File: config.mk
export PLATFORM = sky130hd
export DESIGN_NAME = pic8259a_core
export DESIGN_NICKNAME = d
export VERILOG_FILES = /design/src/rtl/pic8259a_core.sv
export SDC_FILE = /design/constraint.sdc
export NUM_CORES = 1
export LEC_CHECK = 0
export BUFFER_PORTS_ARGS = -buffer_cell sky130_fd_sc_hd__buf_4
export CAP_MARGIN = 20
export CORE_MARGIN = 2
export CORE_UTILIZATION = 55
export DETAILED_ROUTE_END_ITERATION = 7
export PLACE_DENSITY = 0.86
export SETUP_SLACK_MARGIN = 0.3
export SLEW_MARGIN = 0
export SYNTH_ARGS = -nofsm -noshare
export SYNTH_HDL_FRONTEND = slang
export SYNTH_SLANG_ARGS = --single-unit
File: constraint.sdc
create_clock -name clk -period 3 [get_ports clk]
set_clock_uncertainty 0.1 [all_clocks]
set_input_delay 0.6 -clock clk [delete_from_list [all_inputs] [get_ports clk]]
set_output_delay 0.6 -clock clk [all_outputs]
set_load 0.01 [all_outputs]
File: src/rtl/pic8259a_core.sv
// pic8259a_core: single-chip 8259A-compatible interrupt controller core.
// Ports: clk, rst_n (async active-low); cs_n/wr_n/rd_n/a0/din CPU bus;
// ir[7:0] requests; inta_n acknowledge; dout/dout_en read data or vector;
// int_o interrupt request to the CPU.
// Define PIC_ROTATE_EN to enable priority rotation commands.
module pic8259a_core (
    input  logic       clk,
    input  logic       rst_n,
    input  logic       cs_n,
    input  logic       wr_n,
    input  logic       rd_n,
    input  logic       a0,
    input  logic [7:0] din,
    input  logic [7:0] ir,
    input  logic       inta_n,
    output logic [7:0] dout,
    output logic       dout_en,
    output logic       int_o
);
    localparam logic [2:0] S_ICW1 = 3'd0, S_ICW2 = 3'd1, S_ICW3 = 3'd2, S_ICW4 = 3'd3, S_READY = 3'd4;

    logic [2:0] state_q, state_d, base_q, base_d, v_q, v_d, eoi_lvl, c_rank, s_rank;
    logic       ltim_q, ltim_d, sngl_q, sngl_d, ic4_q, ic4_d, sfnm_q, sfnm_d, aeoi_q, aeoi_d;
    logic       rsel_q, rsel_d, raeoi_q, raeoi_d, vld_q, vld_d, int_q, int_d;
    logic [4:0] t_q, t_d;
    logic [7:0] icw3_q, icw3_d, imr_q, imr_d, isr_q, isr_d, irr_q, irr_d, ir_q, ir_d;
    logic [1:0] cnt_q, cnt_d;
    logic       wr_n_q, inta_n_q, wr_stb, inta_fall, inta_rise, cpu_rd, vec_en, unused_ok;
    logic [3:0] cand, isr_hp, eoi_hp;

    // {found, level} of the highest-priority set bit, priority descending from base b
    function automatic logic [3:0] pick(input logic [7:0] v, input logic [2:0] b);
        logic [15:0] r;
        logic [3:0]  res;
        r = {v, v} >> b;
        res = 4'd0;
        for (int i = 7; i >= 0; i--)
            if (r[i]) res = {1'b1, 3'(i) + b};
        return res;
    endfunction

    assign wr_stb    = !cs_n && wr_n_q && !wr_n;
    assign inta_fall = inta_n_q && !inta_n;
    assign inta_rise = !inta_n_q && inta_n;
    assign cpu_rd    = !cs_n && !rd_n && inta_n;
    // vector is driven from the second INTA falling edge until inta_n returns high
    assign vec_en    = !inta_n && (cnt_q == 2'd2 || (cnt_q == 2'd1 && inta_n_q));
    assign dout_en   = vec_en || cpu_rd;
    assign dout      = vec_en ? {t_q, v_q} : !cpu_rd ? 8'h00 : a0 ? imr_q : rsel_q ? isr_q : irr_q;
    assign int_o     = int_q;
    assign cand      = pick(irr_q & ~imr_q, base_q);
    assign isr_hp    = pick(isr_q, base_q);
    assign c_rank    = cand[2:0] - base_q;
    assign s_rank    = isr_hp[2:0] - base_q;
    assign unused_ok = ^{icw3_q, sfnm_q};

    always_comb begin
        state_d = state_q;
        ltim_d  = ltim_q;
        sngl_d  = sngl_q;
        ic4_d   = ic4_q;
        sfnm_d  = sfnm_q;
        aeoi_d  = aeoi_q;
        t_d     = t_q;
        icw3_d  = icw3_q;
        imr_d   = imr_q;
        isr_d   = isr_q;
        rsel_d  = rsel_q;
        raeoi_d = raeoi_q;
        base_d  = base_q;
        vld_d   = vld_q;
        v_d     = v_q;
        cnt_d   = cnt_q;
        eoi_lvl = 3'd0;
        ir_d    = ir;
        // edge mode keeps a request only while the line stays high
        irr_d   = ltim_q ? ir : (irr_q | (ir & ~ir_q)) & ir;
        if (inta_fall && cnt_q == 2'd0) begin
            cnt_d = 2'd1;
            vld_d = cand[3];
            v_d   = cand[3] ? cand[2:0] : 3'd7;
            if (cand[3]) begin
                isr_d[cand[2:0]] = 1'b1;
                if (!ltim_q) irr_d[cand[2:0]] = 1'b0;
            end
        end else if (inta_fall && cnt_q == 2'd1)
            cnt_d = 2'd2;
        else if (inta_rise && cnt_q == 2'd2) begin
            cnt_d = 2'd0;
            if (aeoi_q && vld_q) begin
                isr_d[v_q] = 1'b0;
`ifdef PIC_ROTATE_EN
                if (raeoi_q) base_d = v_q + 3'd1;
`endif
            end
        end
        // EOI sees the ISR after any same-cycle INTA update
        eoi_hp = pick(isr_d, base_q);
        if (wr_stb) begin
            if (!a0 && din[4]) begin
                state_d = S_ICW2;
                ltim_d  = din[3];
                sngl_d  = din[1];
                ic4_d   = din[0];
                sfnm_d  = 1'b0;
                aeoi_d  = 1'b0;
                imr_d   = 8'h00;
                isr_d   = 8'h00;
                irr_d   = 8'h00;
                ir_d    = 8'h00;
                raeoi_d = 1'b0;
                base_d  = 3'd0;
                rsel_d  = 1'b0;
                cnt_d   = 2'd0;
                vld_d   = 1'b0;
            end else if (a0 && state_q == S_ICW2) begin
                t_d     = din[7:3];
                state_d = !sngl_q ? S_ICW3 : ic4_q ? S_ICW4 : S_READY;
            end else if (a0 && state_q == S_ICW3) begin
                icw3_d  = din;
                state_d = ic4_q ? S_ICW4 : S_READY;
            end else if (a0 && state_q == S_ICW4) begin
                sfnm_d  = din[4];
                aeoi_d  = din[1];
                state_d = S_READY;
            end else if (state_q == S_READY) begin
                if (a0)
                    imr_d = din;
                else if (!din[3]) begin
                    if (din[5]) begin
                        eoi_lvl = din[6] ? din[2:0] : eoi_hp[2:0];
                        if (din[6] || eoi_hp[3]) begin
                            isr_d[eoi_lvl] = 1'b0;
`ifdef PIC_ROTATE_EN
                            if (din[7]) base_d = eoi_lvl + 3'd1;
`endif
                        end
                    end
`ifdef PIC_ROTATE_EN
                    else if (din[7:6] == 2'b11)
                        base_d = din[2:0] + 3'd1;
                    else if (!din[6])
                        raeoi_d = din[7];
`endif
                end else if (din[1])
                    rsel_d = din[0];
            end
        end
        int_d = state_d == S_READY && !(inta_fall && cnt_q == 2'd0) && cand[3] &&
                (!isr_hp[3] || c_rank < s_rank);
    end

    always_ff @(posedge clk or negedge rst_n) begin
        if (!rst_n) begin
            state_q  <= S_ICW1;
            ltim_q   <= 1'b0;
            sngl_q   <= 1'b0;
            ic4_q    <= 1'b0;
            sfnm_q   <= 1'b0;
            aeoi_q   <= 1'b0;
            t_q      <= 5'd0;
            icw3_q   <= 8'h00;
            imr_q    <= 8'h00;
            isr_q    <= 8'h00;
            irr_q    <= 8'h00;
            ir_q     <= 8'h00;
            rsel_q   <= 1'b0;
            raeoi_q  <= 1'b0;
            base_q   <= 3'd0;
            vld_q    <= 1'b0;
            v_q      <= 3'd0;
            cnt_q    <= 2'd0;
            int_q    <= 1'b0;
            wr_n_q   <= 1'b0;
            inta_n_q <= 1'b0;
        end else begin
            state_q  <= state_d;
            ltim_q   <= ltim_d;
            sngl_q   <= sngl_d;
            ic4_q    <= ic4_d;
            sfnm_q   <= sfnm_d;
            aeoi_q   <= aeoi_d;
            t_q      <= t_d;
            icw3_q   <= icw3_d;
            imr_q    <= imr_d;
            isr_q    <= isr_d;
            irr_q    <= irr_d;
            ir_q     <= ir_d;
            rsel_q   <= rsel_d;
            raeoi_q  <= raeoi_d;
            base_q   <= base_d;
            vld_q    <= vld_d;
            v_q      <= v_d;
            cnt_q    <= cnt_d;
            int_q    <= int_d;
            wr_n_q   <= wr_n;
            inta_n_q <= inta_n;
        end
    end
endmodule

Yosys cells after proc, flatten, opt, wreduce, memory -nomap -nowiden
Index checks and enable logic that the tools add are counted.
{"block": "op_classes", "magnitude_cmp": 7, "eq_ne": 11, "n_mux": 92, "bitwise_logic": 14, "n_reduce_logical": 45}
{"cell": "8-bit two-way mux", "n": 33}
{"cell": "4-bit two-way mux", "n": 24}
{"cell": "8-bit AND", "n": 6}
{"cell": "8-bit NOT", "n": 5}
{"cell": "3-bit two-way mux", "n": 9}
{"cell": "1-bit logical AND", "n": 22}
{"cell": "1-bit two-way mux", "n": 18}
{"cell": "8-bit bitwise OR", "n": 2}
{"cell": "3-bit by 4-bit < comparator with 1-bit output (second input constant)", "n": 3}
{"cell": "2-bit two-way mux", "n": 5}
{"cell": "2-bit nonzero test", "n": 5}
{"cell": "1-bit demux with 3-bit select", "n": 3}
{"cell": "3-bit by 1-bit >= comparator with 1-bit output (second input constant)", "n": 3}
{"cell": "1-bit logical NOT", "n": 8}
{"cell": "8-bit AND reduction", "n": 1}
{"cell": "3-bit by 2-bit == test with 1-bit output (second input constant)", "n": 2}
{"cell": "3-bit == test (second input constant)", "n": 2}
{"cell": "2-bit inequality test (second input constant)", "n": 3}
{"cell": "6-bit AND reduction", "n": 1}
{"cell": "1-bit logical OR", "n": 4}
{"cell": "4-bit AND reduction", "n": 1}
{"cell": "3-bit by 1-bit == test with 1-bit output (second input constant)", "n": 1}
{"cell": "3-bit < comparator", "n": 1}
{"cell": "3-bit AND reduction", "n": 1}
{"cell": "other kinds (6)", "n": 6}
{"block": "word_totals", "ff_bits": 54, "in_bits": 23, "out_inout_bits": 10, "word_cells": 186}

Longest topological paths before layout
{"block": "logic_depth", "depth_word": 42, "mapped_depth": 10}

Worst setup path after synthesis
No wires, ideal clock.
{"block": "synth_timing", "path_type": "input-to-reg", "from": "input inta_n", "to": "register isr_q[2]", "t_arrival_ns": 2.449, "required_ns": 2.764, "setup_slack_ns": 0.315, "stages": 7, "path_cell_list": "or4b_4 -> nor3_1 -> mux2_2 -> and3_4 -> o311ai_4 -> o211a_1 -> a211oi_1"}
{"block": "synth_between", "elab_chain_len": 30}
{"item": "start, declared", "line_no": "15", "text": "input logic inta_n,"}
{"item": "1-bit logical AND / 1-bit logical NOT (equally long branches)", "line_no": "44, 43"}
{"item": "1-bit logical AND, on equally long branches", "line_no": "88, 43"}
{"item": "8-bit two-way mux / 1-bit logical AND (equally long branches)", "line_no": "88, 86"}
{"item": "8-bit two-way mux", "line_no": "86", "text": "end else if (inta_fall && cnt_q == 2'd1)"}
{"item": "8-bit two-way mux *", "line_no": "78", "text": "if (inta_fall && cnt_q == 2'd0) begin"}
{"item": "4-bit two-way mux (8 in series)", "line_no": "38", "text": "if (r[i]) res = {1'b1, 3'(i) + b};"}
{"item": "3-bit two-way mux", "line_no": "131", "text": "eoi_lvl = din[6] ? din[2:0] : eoi_hp[2:0];"}
{"item": "3-bit by 4-bit < comparator with 1-bit output (not written as such) / 3-bit by 1-bit >= comparator with 1-bit output (equally long branches)", "line_no": "133", "text": "isr_d[eoi_lvl] = 1'b0;"}
{"item": "[... 8 more ...]"}
{"item": "8-bit two-way mux", "line_no": "127", "text": "if (a0)"}
{"item": "8-bit two-way mux", "line_no": "126", "text": "end else if (state_q == S_READY) begin"}
{"item": "8-bit two-way mux", "line_no": "122", "text": "end else if (a0 && state_q == S_ICW4) begin"}
{"item": "8-bit two-way mux", "line_no": "119", "text": "end else if (a0 && state_q == S_ICW3) begin"}
{"item": "8-bit two-way mux", "line_no": "116", "text": "end else if (a0 && state_q == S_ICW2) begin"}
{"item": "8-bit two-way mux", "line_no": "100", "text": "if (!a0 && din[4]) begin"}
{"item": "8-bit two-way mux *", "line_no": "99", "text": "if (wr_stb) begin"}
{"item": "via isr_d[2]", "line_no": "26", "text": "logic [7:0] icw3_q, icw3_d, imr_q, imr_d, isr_q, isr_d, irr_q, irr_d, ir_q, ir_d;"}
{"item": "end signal, assigned", "line_no": "186", "text": "isr_q <= isr_d;"}
{"item": "end, declared", "line_no": "26"}
Mark *: on every way through the listed nets, which the timed path passes. The rest lies on a longest branch.
A chain may end at the register's enable or synchronous reset.

Final worst setup path
{"block": "layout_timing", "from": "register cnt_q[1]", "to": "register isr_q[7]"}
{"block": "layout_between", "elab_chain_len": 30}
{"item": "start, declared", "line_no": "27", "text": "logic [1:0] cnt_q, cnt_d;"}
{"item": "start signal, assigned", "line_no": "194", "text": "cnt_q <= cnt_d;"}
{"item": "2-bit == test", "line_no": "88", "text": "else if (inta_rise && cnt_q == 2'd2) begin"}
{"item": "1-bit logical AND", "line_no": "88"}
{"item": "8-bit two-way mux", "line_no": "88"}
{"item": "8-bit two-way mux", "line_no": "86"}
{"item": "8-bit two-way mux *", "line_no": "78"}
{"item": "4-bit two-way mux (8 in series)", "line_no": "38"}
{"item": "3-bit two-way mux", "line_no": "131"}
{"item": "3-bit by 4-bit < comparator with 1-bit output (not written as such) / 3-bit by 1-bit >= comparator with 1-bit output (equally long branches)", "line_no": "133"}
{"item": "[... 8 more ...]"}
{"item": "8-bit two-way mux", "line_no": "127"}
{"item": "8-bit two-way mux", "line_no": "126"}
{"item": "8-bit two-way mux", "line_no": "122"}
{"item": "8-bit two-way mux", "line_no": "119"}
{"item": "8-bit two-way mux", "line_no": "116"}
{"item": "8-bit two-way mux", "line_no": "100"}
{"item": "8-bit two-way mux *", "line_no": "99"}
{"item": "via isr_d[7]", "line_no": "26"}
Marked as above.

==> results.json <==
{
  "status": "finished with violations",
  "violations": "DRC",
  "dr_wl_met3_microns": 633,
  "final_nets": 434,
  "worst_pin_slew_ns": 0.6869,
  "synthArstFlopShare_pct": 100.0,
  "synthesis.area_sq_um": 3263,
  "min_path_type": "in2async",
  "cts_tree": "built",
  "finalWirelength_mm": 9.047,
  "ys_seq_elements": 54,
  "netlist_instances": 361,
  "hold_buffers": 0,
  "start_util_pct": 56.11,
  "io_buffers": 32,
  "cts_buffer_depth": 2,
  "die_w_microns": 81.03,
  "drive_gt1_share_pct": 27.32,
  "grt_pass1_vias": 2834,
  "slowest_stage": "or4b_4",
  "ant_nets": 0,
  "grt_usage_pct": 29.05,
  "coreArea_sq_um": 5816,
  "hold_violations": 0,
  "clockRootBuffer": "clkbuf_8",
  "clk_pin_slew_ns": 0.11,
  "clock_latency_ns": 0.32,
  "finalSetupViolations": 0,
  "peakVddDrop_v": 0.0003485,
  "rows": 28,
  "layout_commonest_cell": "nand2_1",
  "start_kind": "flop",
  "gr-total-overflow": 0,
  "critPathKind": "reg2reg",
  "dpl.hpwl_mm": 6.762,
  "drt-met1-wl_mm": 3.883,
  "synth_cell_types": 70,
  "rr_endpoint": "isr_q[7]",
  "synth_edf_count": 0,
  "finalCriticalPeriod_ns": 2.619,
  "cts_buffers": 5,
  "slew_violations": 0,
  "maxSlewHeadroom_pct": 54.21,
  "die_area_sq_um": 6565,
  "cts-htree-levels": 2,
  "fin_ws_ns": 0.3811,
  "cap_violations": 0,
  "grt_max_degree": 55,
  "crit_path_cell_trace": "or4b_4, buf_6, or3_4, nand2_2, o21ai_2, o311ai_4, o211ai_4, a221oi_2",
  "pin_count": 33,
  "vias": 2973,
  "wl_met2_mm": 4.288,
  "routed.top_layer": "met4",
  "rsz0062_at_grt": "no",
  "synth_ff_type": "dfrtp_1",
  "r2r-start": "cnt_q[1]",
  "post-route-period-util_pct": 87.30,
  "diodes": 0,
  "ys_seq_area_share_pct": 41.41,
  "cp_max_fo": 11,
  "clock.fmax_mhz": 381.8,
  "crit_arrival_ns": 2.74,
  "wl_per_cell_microns": 18.65,
  "r2r_cells": 8,
  "power_density_nw_per_um2": 705.8,
  "syn_area_per_cell_sq_um": 9.039,
  "clkSinkCount": 54,
  "grt_pass1_wl_mm": 14.33,
  "crit_path_end_kind": "flop",
  "regToRegSetupSlack_ns": 0.38,
  "worst_ep_required_time_ns": 3.12,
  "yosys_warnings": 0,
  "area_growth_pct": 19.44,
  "firstDrtPassIters": 8,
  "tns_ns": 0,
  "drt-initial-drc-count": 371,
  "die_h_microns": 81.03,
  "max_stage_delay_ns": 0.58,
  "antenna_found_initial": 0,
  "drcViolationCount": 1,
  "synthesis.nets": 386,
  "layout_common_cells": "nand2_1 (61), buf_4 (51), dfrtp_1 (50)",
  "place_congestion": 0.9952,
  "p_leak_nw": 1.733,
  "pre_cts_slack_ns": 0.1070,
  "via_per_inst": 6.130
}
-- flip-flops by register name, summed over array words and instances (netlist names), 2 cells and up --
signal   count
imr_q        8
ir_q         8
irr_q        8
isr_q        8
t_q          5
state_q      3
v_q          3
cnt_q        2
-- power breakdown --
| part | switching [mW] | leakage, nW | internal (mW) |
|---|---|---|---|
| Combinational | 0.614 | 1.01 | 0.519 |
| Sequential | 0.217 | 0.664 | 0.872 |
| Clock | 0.253 | 0.0618 | 0.275 |
| Total | 1.08 | 1.73 | 1.67 |
-- worst max-delay path, delay by kind of cell (launching register included) --
family	cells	cell delay (ns)
DFF	1	0.44
buffers and inverters	1	0.17
and+or+nand+nor	3	1.01
AOI/OAI and AO/OA	4	0.80
-- layout make-up --
cell class              instances  area [sq um]
clock buffers                   6         82.58
repair buffers                 52         394.1
multi-input cells             284          1887
clock inverters                 2         38.79
well taps                      75         93.84
flip-flops and latches         54          1356
inverters                      12         45.04
fillers                       478          1918
-- repair_timing --
| item | 4_1_cts | 5_1_grt |
|---|---|---|
| resized for setup | 0 | 20 |
| setup endpoints to repair | 0 | 8 |
| setup buffers | 0 | 8 |
-- metal layers --
layer / up-vias / global-route usage [%]
li1: 1391 / -
met2: 145 / 47.93
met1: 1417 / 38.80
met4: 0 / 10.51
met5: - / 0
met3: 20 / 4.556
-- cell usage after synthesis, types with 2 or more instances --
master     number  area, sq um
nand2_1        61        229.0
dfrtp_1        54         1351
a21oi_1        32        160.2
nor2_1         30        112.6
o21ai_0        30        150.1
inv_1          12        45.04
nor2b_1        10        62.56
and2_1          8        50.05
clkbuf_1        8        30.03
mux2i_1         8        80.08
nand2b_1        8        50.05
mux2_2          7        78.83
nor3_1          7        35.03
o21a_1          7        52.55
nand3b_1        5        37.54
or2b_2          4        35.03
a32oi_1         3        26.28
o31ai_1         3        22.52
or2_2           3        18.77
a211oi_1        2        15.01
a2bb2oi_1       2        17.52
a32o_1          2        20.02
and2b_1         2        15.01
buf_6           2        22.52
ha_1            2        25.02
nand3_1         2        10.01
nand4_1         2        12.51
o22ai_1         2        12.51
o41ai_1         2        17.52
-- cells by family after synthesis --
family	count (synthesis)	synth area share, %
muxes	15	4.870
DFF	54	41.41
buffers and inverters	23	3.412
adders and majority gates	2	0.7667
and+or+nand+nor	157	25.34
AOI/OAI and AO/OA	110	24.20
-- worst max-delay path by stage --
stage | depth (start not counted) | start | end | slack, ns
after global placement | 8 | inta_n | isr_q[2] | 0.12
after floorplan | 7 | inta_n | isr_q[2] | 0.32
after CTS | 7 | inta_n_q | isr_q[4] | 0.30
final | 8 | cnt_q[1] | isr_q[7] | 0.38
after global routing | 7 | cnt_q[1] | isr_q[7] | 0.29
after detailed placement | 8 | inta_n | isr_q[2] | 0.11
-- per-stage QoR --
step                util (%)  total power, mW  area [sq um]  std cells  hold WS [ns]
detailed placement     62.26            2.070          3621        469        0.3938
CTS                    64.35            2.593          3742        477        0.2346
global placement       62.26            2.036          3621        469        0.3785
global route           67.02            2.894          3897        485        0.2599
floorplan                  -            1.731          3263        361        0.2044
finish                 67.02            2.751          3897        485        0.2112
(Power assumes the default switching activity.)
